[src/rtl/tick_arbiter.sv]
// Periodic tick generator with a programmable divisor. Each tick is handed to one
// requester, chosen round-robin starting after the previous winner.
module tick_arbiter #(
    parameter int NREQ        = 4,
    parameter int CNT_W       = 8,
    parameter int DEFAULT_DIV = 6
) (
    input  logic             clk,
    input  logic             reset,
    input  logic             enable,
    input  logic             cfg_valid,
    input  logic [CNT_W-1:0] cfg_div,
    output logic             cfg_ready,
    input  logic [NREQ-1:0]  req,
    output logic             tick,
    output logic [NREQ-1:0]  grant,
    output logic             busy
);

    localparam int IDX_W = (NREQ > 1) ? $clog2(NREQ) : 1;
    localparam logic [CNT_W-1:0] DIV_RST = CNT_W'(DEFAULT_DIV);
    localparam logic [CNT_W-1:0] DIV_MIN = CNT_W'(2);
    localparam logic [IDX_W-1:0] LAST_RST = IDX_W'(NREQ - 1);

    typedef enum logic {
        IDLE = 1'b0,
        RUN  = 1'b1
    } state_t;

    state_t           state_reg;
    state_t           state_next;
    logic [CNT_W-1:0] cnt_reg;
    logic [CNT_W-1:0] div_reg;
    logic [CNT_W-1:0] pend_div_reg;
    logic             pend_valid_reg;
    logic             tick_reg;
    logic [NREQ-1:0]  grant_reg;
    logic [IDX_W-1:0] last_reg;

    logic             cfg_accept;
    logic [CNT_W-1:0] cfg_div_clamped;
    logic             at_boundary;
    logic             win_found;
    logic [IDX_W-1:0] win_idx;
    logic [NREQ-1:0]  win_onehot;
    int               cand;

    assign cfg_accept      = cfg_valid & cfg_ready;
    assign cfg_div_clamped = (cfg_div < DIV_MIN) ? DIV_MIN : cfg_div;
    assign at_boundary     = (cnt_reg == (div_reg - CNT_W'(1)));

    // State register
    always_ff @(posedge clk) begin
        if (!reset) begin
            state_reg <= IDLE;
        end else begin
            state_reg <= state_next;
        end
    end

    // Next-state logic
    always_comb begin
        state_next = state_reg;
        case (state_reg)
            IDLE:    if (enable)  state_next = RUN;
            RUN:     if (!enable) state_next = IDLE;
            default: state_next = IDLE;
        endcase
    end

    // State-decoded outputs
    always_comb begin
        busy      = (state_reg == RUN);
        cfg_ready = 1'b1;
    end

    // Round-robin search beginning one past the previous winner
    always_comb begin
        win_found = 1'b0;
        win_idx   = '0;
        cand      = 0;
        for (int i = 1; i <= NREQ; i++) begin
            cand = (int'(last_reg) + i) % NREQ;
            if (!win_found && req[IDX_W'(cand)]) begin
                win_found = 1'b1;
                win_idx   = IDX_W'(cand);
            end
        end
    end

    genvar gi;
    generate
        for (gi = 0; gi < NREQ; gi++) begin : g_onehot
            assign win_onehot[gi] = win_found && (win_idx == IDX_W'(gi));
        end
    endgenerate

    // Counter, divisor, pending divisor and tick/grant registers
    always_ff @(posedge clk) begin
        if (!reset) begin
            cnt_reg        <= '0;
            div_reg        <= DIV_RST;
            pend_div_reg   <= DIV_RST;
            pend_valid_reg <= 1'b0;
            tick_reg       <= 1'b0;
            grant_reg      <= '0;
            last_reg       <= LAST_RST;
        end else begin
            tick_reg  <= 1'b0;
            grant_reg <= '0;
            case (state_reg)
                IDLE: begin
                    cnt_reg <= '0;
                    if (cfg_accept) div_reg <= cfg_div_clamped;
                end
                RUN: begin
                    if (!enable) begin
                        // Leaving RUN: the newest divisor (pending or just offered) takes over.
                        cnt_reg        <= '0;
                        pend_valid_reg <= 1'b0;
                        if (cfg_accept)          div_reg <= cfg_div_clamped;
                        else if (pend_valid_reg) div_reg <= pend_div_reg;
                    end else if (at_boundary) begin
                        cnt_reg   <= '0;
                        tick_reg  <= 1'b1;
                        grant_reg <= win_onehot;
                        if (win_found)      last_reg <= win_idx;
                        if (pend_valid_reg) div_reg  <= pend_div_reg;
                        // An accept on the boundary itself waits for the following boundary.
                        if (cfg_accept) begin
                            pend_div_reg   <= cfg_div_clamped;
                            pend_valid_reg <= 1'b1;
                        end else begin
                            pend_valid_reg <= 1'b0;
                        end
                    end else begin
                        cnt_reg <= cnt_reg + CNT_W'(1);
                        if (cfg_accept) begin
                            pend_div_reg   <= cfg_div_clamped;
                            pend_valid_reg <= 1'b1;
                        end
                    end
                end
                default: cnt_reg <= '0;
            endcase
        end
    end

    assign tick  = tick_reg;
    assign grant = grant_reg;

endmodule
[config.mk]
export PLATFORM = sky130hd
export DESIGN_NAME = tick_arbiter
export DESIGN_NICKNAME = d
export VERILOG_FILES = /design/src/rtl/tick_arbiter.sv
export SDC_FILE = /design/constraint.sdc
export NUM_CORES = 1
export LEC_CHECK = 0
export CAP_MARGIN = 40
export CORE_MARGIN = 2
export CORE_UTILIZATION = 38
export CTS_BUF_LIST = sky130_fd_sc_hd__clkbuf_8
export DETAILED_ROUTE_END_ITERATION = 16
export DONT_BUFFER_PORTS = 1
export GPL_ROUTABILITY_DRIVEN = 0
export MAX_ROUTING_LAYER = met4
export PLACE_DENSITY_LB_ADDON = 0.25
export SYNTH_ARGS = -nofsm -noshare
export SYNTH_HDL_FRONTEND = slang
export SYNTH_SLANG_ARGS = --single-unit
[constraint.sdc]
create_clock -name clk -period 4.3 [get_ports clk]
set_clock_uncertainty 0.15 [all_clocks]
set_input_delay 0.86 -clock clk [delete_from_list [all_inputs] [get_ports clk]]
set_output_delay 0.86 -clock clk [all_outputs]
set_load 0.01 [all_outputs]
==> results.sh, run 1 <==
export IMPL_via_count=1518
export IMPL_max_stage_delay_ns=0.47
export IMPL_critPathBufInv=1
export IMPL_ys_seq_elements=33
export IMPL_final_cell_mix="nand2_1 (39), dfxtp_1 (33), nor2_1 (19), mux2i_1 (13), nand3_1 (11)"
export IMPL_drtIter0Drc=60
export IMPL_drtPass1Iterations=4
export IMPL_yosysUniqueCellTypes=45
export IMPL_viasPerCell=5.22
export IMPL_min_path_type="reg -> reg"
export IMPL_cp_end_kind="flip-flop"
export IMPL_cp_required_ns=4.33
export IMPL_clk_latency_ns=0.28
export IMPL_fin_nets=241
export IMPL_fin_cells=291
export IMPL_fin_crit_ns=2.59
export IMPL_coreArea_mm2=0.00472
export IMPL_die_w_um=74.0
export IMPL_htreeDepth=2
export IMPL_fin_crit_sh_pct=60.2
export IMPL_cpLargestDelayFamily="compound AO/OA/AOI/OAI gates"
export IMPL_io_pins=23
export IMPL_synthDominantCellAreaShare_pct=35.5
export IMPL_area_growth_syn_to_layout_pct=5.51
export IMPL_rsz0062_at_grt="no"
export IMPL_slowest_stage="a41oi_4"
export IMPL_synth_edff_count=0
export IMPL_dp_cells=283
export IMPL_synthTopCellsByArea="dfxtp_1 (36%), nand2_1 (7.9%), mux2i_1 (7.0%), nor2_1 (3.8%), xor2_1 (3.8%)"
export IMPL_die_height_um=74.0
export IMPL_syn_nets=247
export IMPL_avgSynthCellArea_um2=8.12
export IMPL_synth_seq_area_share_pct=35.5
export IMPL_fp_row_count=25
export IMPL_grt_pass1_wl_um=6500
export IMPL_syn_area_mm2=0.00186
export IMPL_clockBufferDepth=2
export IMPL_setup_viol=0
export IMPL_slew_violations=0
export IMPL_path_class="reg -> reg"
export IMPL_drc_errors=0
export IMPL_grt_use_total_pct=15.8
export IMPL_ir_drop_mv=0.213
export IMPL_layout_commonest_cell="nand2_1"
export IMPL_critPathLaunchType="flip-flop"
export IMPL_yosys_warnings=0
export IMPL_antenna_found_initial=0
export IMPL_wl_um=3770
export IMPL_grt_max_degree=31
export IMPL_hpwlAfterDp_um=2830
export IMPL_cts_root_buf="clkbuf_8"
export IMPL_fmax_mhz=386
export IMPL_drive_above_1_share_pct=5.36
export IMPL_final_util_pct=41.6
export IMPL_worstPathArrival_ns=2.61
export IMPL_tightest_slew_ns=0.528
export IMPL_holdBufCountCts=0
export IMPL_power_density_mw_per_mm2=320
export IMPL_antenna_cells=0
export IMPL_cts_made_buffers=5
export IMPL_cts_sinks=33
export IMPL_r2r_slack_ns=1.71
export IMPL_antenna_left=0
export IMPL_cts_resized=0
export IMPL_post_drt_wl_per_cell_um=12.9
export IMPL_port_buffers=0
export IMPL_worstPathMaxFanout=9
export IMPL_synthFlopType="dfxtp_1"
export IMPL_finalHoldViolations=0
export IMPL_start_util_pct=39.4
export IMPL_setup_ws_ns=1.71
export IMPL_status="finished clean"
export IMPL_tritoncts="built"
export IMPL_slew_headroom_pct=64.8
export IMPL_dieArea_mm2=0.00547
export IMPL_grt_pass1_vias=1434
export IMPL_cts_reportedPaths_clkPinSlew_ns=0.07
export IMPL_leakagePower_nw=0.731
export IMPL_dp_slack_ns=1.75
export IMPL_crit_chain="inv_1 -> ha_1 -> o221a_2 -> o211ai_1 -> nor2_1 -> a41oi_4 -> mux2_2"
export IMPL_grt_overflow=0
export IMPL_syn_inst=229
export IMPL_drv_cap=0
export IMPL_yosysTopAreaCell="dfxtp_1"
export IMPL_async_flop_share_pct=0
export IMPL_fin_hold_ws_ns=0.318
export IMPL_tns_ns=0
export IMPL_cts_setup_buffers=0
==> stage by stage <==
stage,power (mW),area (um^2)
5_1_grt,0.659,1960
3_3_place_gp,0.417,1880
3_5_place_dp,0.418,1880
4_1_cts,0.635,1960
6_report,0.629,1960
2_1_floorplan,0.409,1860
==> worst min-delay path: cells and delay by family, from the launching register on <==
kind | cells | cell delay, ns
AO/OA/AOI/OAI | 1 | 0.07
flip-flops | 1 | 0.31
AND/OR/NAND/NOR | 1 | 0.05
==> power breakdown <==
group          internal, mW  switching [mW]
Clock                 0.108           0.109
Combinational        0.0366          0.0448
Sequential            0.315          0.0149
==> logic make-up (layout without fill, tap and decap cells) <==
group,after synthesis,in the layout,share of synthesized area (%)
AOI/OAI and AO/OA,49,49,19.8
xor gates and xnor gates,15,15,7.06
adders and majority gates,2,2,1.34
buffers and inverters,20,15,4.91
DFF,33,33,35.5
muxes,14,14,7.60
other,1,1,0.202
and+or+nand+nor,95,95,23.6
==> final cells by class <==
type                    instances  area (um^2)
clock inverters                 3         11.3
clock buffers                   5         68.8
repair buffers                  1         7.51
inverters                       6         22.5
multi-input cells             176         1110
well taps                      67         83.8
flip-flops and latches         33          661
fillers                       489         2760
==> Yosys cell counts, drive strengths merged, types with 2 or more instances <==
cell type and count:
o211ai 4, mux2i 13, and2 2, nand3 11, nand4 2, a21o 4, inv 6, a21boi 6
clkbuf 8, nor4 6, or2 2, ha 2, xnor2 7, o311ai 2, o21ai 13, a211oi 3
dfxtp 33, a31oi 2, a21oi 7, xor2 8, nor2b 2, and3 4, nor2 19, buf 6
nand2 39, nand2b 3, nor3 3
==> metal layers <==
| metal | routed length (um) | vias to the layer above | share of wire [%] | GRT usage, % |
|---|---|---|---|---|
| met5 | 0 | - | 0 | - |
| met4 | 63 | 0 | 1.7 | 6.06 |
| met3 | 99 | 6 | 2.6 | 3.39 |
| met2 | 1760 | 20 | 47 | 24.9 |
| met1 | 1840 | 707 | 49 | 19.8 |
| li1 | - | 785 | - | - |
==> final timing paths <==
path,from,to,cells past startpoint
max reg2reg,div_reg[0]$_SDFFE_PN0P_,div_reg[2]$_SDFFE_PN1P_,7
min reg2reg,pend_div_reg[6]$_SDFFE_PN0P_,pend_div_reg[6]$_SDFFE_PN0P_,2
max,div_reg[0]$_SDFFE_PN0P_,div_reg[2]$_SDFFE_PN1P_,7
min,pend_div_reg[6]$_SDFFE_PN0P_,pend_div_reg[6]$_SDFFE_PN0P_,2
No activity file was read; power rests on OpenSTA's default activity.
==> inputs of run 2 (changes only) <==
- ABC_AREA: not set -> 1
- clock period: 4.3 -> 2.34 ns (I/O delays scaled with it)
==> results.sh, run 2 <==
export IMPL_status="finished clean"
export IMPL_grt_max_degree=17
export IMPL_synthTopCellsByCount="nand2_1 (65), nor2_1 (48), dfxtp_1 (33), inv_1 (28), nand3_1 (22)"
export IMPL_yosys_warnings=0
export IMPL_drv_cap=0
export IMPL_cts_reportedPaths_clkPinSlew_ns=0.07
export IMPL_cts_made_buffers=5
export IMPL_grt_use_total_pct=16.9
export IMPL_ys_seq_elements=33
export IMPL_dp_cells=357
export IMPL_clock_power_share_pct=41.7
export IMPL_fin_crit_ns=2.07
export IMPL_cts_sinks=33
export IMPL_worstPathArrival_ns=2.09
export IMPL_coreArea_mm2=0.00504
export IMPL_antenna_left=0
export IMPL_htreeDepth=2
export IMPL_yosysMostFrequentCell="nand2_1"
export IMPL_die_w_um=75.6
export IMPL_io_pins=23
export IMPL_synthTopCellsByArea="dfxtp_1 (34%), nand2_1 (13%), nor2_1 (9.2%), nand3_1 (5.6%), inv_1 (5.4%)"
export IMPL_finalHoldViolations=0
export IMPL_fin_hold_ws_ns=0.115
export IMPL_placed_area_mm2=0.00201
export IMPL_pwr_share_comb_pct=13.3
export IMPL_tightest_slew_ns=0.535
export IMPL_via_count=1744
export IMPL_internal_power_mw=0.993
export IMPL_critPathLaunchType="flip-flop"
export IMPL_yosysTopAreaCell="dfxtp_1"
export IMPL_drtPass1Iterations=4
export IMPL_synth_seq_area_share_pct=33.9
export IMPL_final_util_pct=42.2
export IMPL_synthFlopType="dfxtp_1"
export IMPL_dieArea_mm2=0.00572
export IMPL_slew_headroom_pct=64.3
export IMPL_area_growth_syn_to_layout_pct=9.11
export IMPL_grt_pass1_wl_um=7130
export IMPL_power_switching_mw=0.352
export IMPL_power_density_mw_per_mm2=632
export IMPL_leakagePower_nw=0.941
export IMPL_fin_crit_sh_pct=88.3
export IMPL_post_drt_wl_per_cell_um=11.3
export IMPL_final_cell_mix="nand2_1 (65), nor2_1 (48), dfxtp_1 (32), inv_1 (29), nand3_1 (22)"
export IMPL_total_power_mw=1.35
export IMPL_slew_violations=0
export IMPL_layout_commonest_cell="nand2_1"
export IMPL_synthDominantCellAreaShare_pct=33.9
export IMPL_syn_inst=293
export IMPL_viasPerCell=4.78
export IMPL_rsz0062_at_grt="no"
export IMPL_cts_root_buf="clkbuf_8"
export IMPL_avgSynthCellArea_um2=6.66
export IMPL_yosysUniqueCellTypes=34
export IMPL_port_buffers=0
export IMPL_dp_slack_ns=0.215
export IMPL_syn_area_mm2=0.00195
export IMPL_setup_ws_ns=0.274
export IMPL_clockBufferDepth=2
export IMPL_cp_end_kind="flip-flop"
export IMPL_fmax_mhz=484
export IMPL_fin_nets=312
export IMPL_fp_row_count=26
export IMPL_seqCellArea_um2=662
export IMPL_tns_ns=0
export IMPL_cp_required_ns=2.36
export IMPL_setup_viol=0
export IMPL_nFillCells=539
export IMPL_tritoncts="built"
export IMPL_antenna_found_initial=0
export IMPL_path_class="reg -> reg"
export IMPL_seqPwrFrac_pct=45.1
export IMPL_antenna_cells=0
export IMPL_multi_input_area_mm2=0.00114
export IMPL_start_util_pct=38.7
export IMPL_final_area_mm2=0.00213
export IMPL_fin_cells=365
export IMPL_worstPathMaxFanout=10
export IMPL_ir_drop_mv=0.403
export IMPL_drtIter0Drc=54
export IMPL_grt_overflow=0
export IMPL_grt_pass1_vias=1655
export IMPL_syn_nets=311
export IMPL_synth_edff_count=0
export IMPL_drc_errors=0
export IMPL_async_flop_share_pct=0
export IMPL_clk_latency_ns=0.29
export IMPL_min_path_type="in -> reg"
export IMPL_die_height_um=75.6
export IMPL_drive_above_1_share_pct=8.81
export IMPL_cts_setup_buffers=0
export IMPL_hpwlAfterDp_um=3100
export IMPL_wl_um=4120
export IMPL_netSwitchingFraction_pct=26.2
run 2: cell types whose count changed after synthesis, moves of 6 or more:
cell      change
nand3_1      +11
o21ai_0       +8
a21oi_1      +11
nor2_1       +29
a21boi_0      -6
inv_1        +22
mux2i_1      -11
nand2_1      +26
run 2: cells by family after synthesis:
family,Yosys count,synth area share (%)
and+or+nand+nor,158,36.4
muxes,2,1.03
xor gates and xnor gates,13,5.84
AOI/OAI and AO/OA,47,13.6
buffers and inverters,37,7.76
DFF,33,33.9
other,1,0.192
adders and majority gates,2,1.28
run 2: critical path, cell delays in order (launching register included):
cell     delay (ns)
dfxtp_2        0.34
inv_1          0.13
ha_1           0.22
nand2_1        0.12
nor2_1         0.12
nand2_1        0.06
nand2_1        0.07
nand2_1        0.07
nor2_2         0.15
nand2_2        0.13
nand2_4        0.14
nand2_2        0.12
nand2_1        0.09
a21oi_1        0.06
run 2: path summary, 6_finish.rpt:
path	startpoint	endpoint	slack [ns]	cells after the start
worst max-delay path	div_reg[0]$_SDFFE_PN0P_	div_reg[3]$_SDFFE_PN0P_	0.27	13
worst min-delay path	reset	div_reg[1]$_SDFFE_PN1P_	0.12	1
worst max register to register	div_reg[0]$_SDFFE_PN0P_	div_reg[3]$_SDFFE_PN0P_	0.27	13
worst min register to register	pend_div_reg[7]$_SDFFE_PN0P_	pend_div_reg[7]$_SDFFE_PN0P_	0.31	2
run 2: power by group through the flow:
stage | Sequential (mW) | Clock (mW) | Combinational, mW
floorplan | 0.610 | 0 | 0.155
global placement | 0.620 | 0 | 0.177
detailed placement | 0.619 | 0 | 0.178
CTS | 0.606 | 0.578 | 0.179
global route | 0.610 | 0.599 | 0.208
finish | 0.606 | 0.560 | 0.179
run 2: area by class of cell:
class | count | share of cell area, %
Timing Repair Buffer | 2 | 0.705
Clock buffer | 6 | 3.88
Tap cell | 70 | 4.12
Multi-Input combinational cell | 223 | 53.5
Inverter | 29 | 5.11
Clock inverter | 2 | 1.59
Sequential cell | 33 | 31.1
run 2: repair_timing:
action                     4_1_cts  5_1_grt
resized for setup                0        1
setup endpoints to repair        0        2
hold buffers                     0        0
run 2: routing by layer:
layer / global-route usage [%] / wire, um / share of wire [%]
met2: 29.3 / 1960 / 48
met4: 6.43 / 65 / 1.6
met5: - / 0 / 0
met1: 18.7 / 1970 / 48
met3: 4.10 / 126 / 3.1
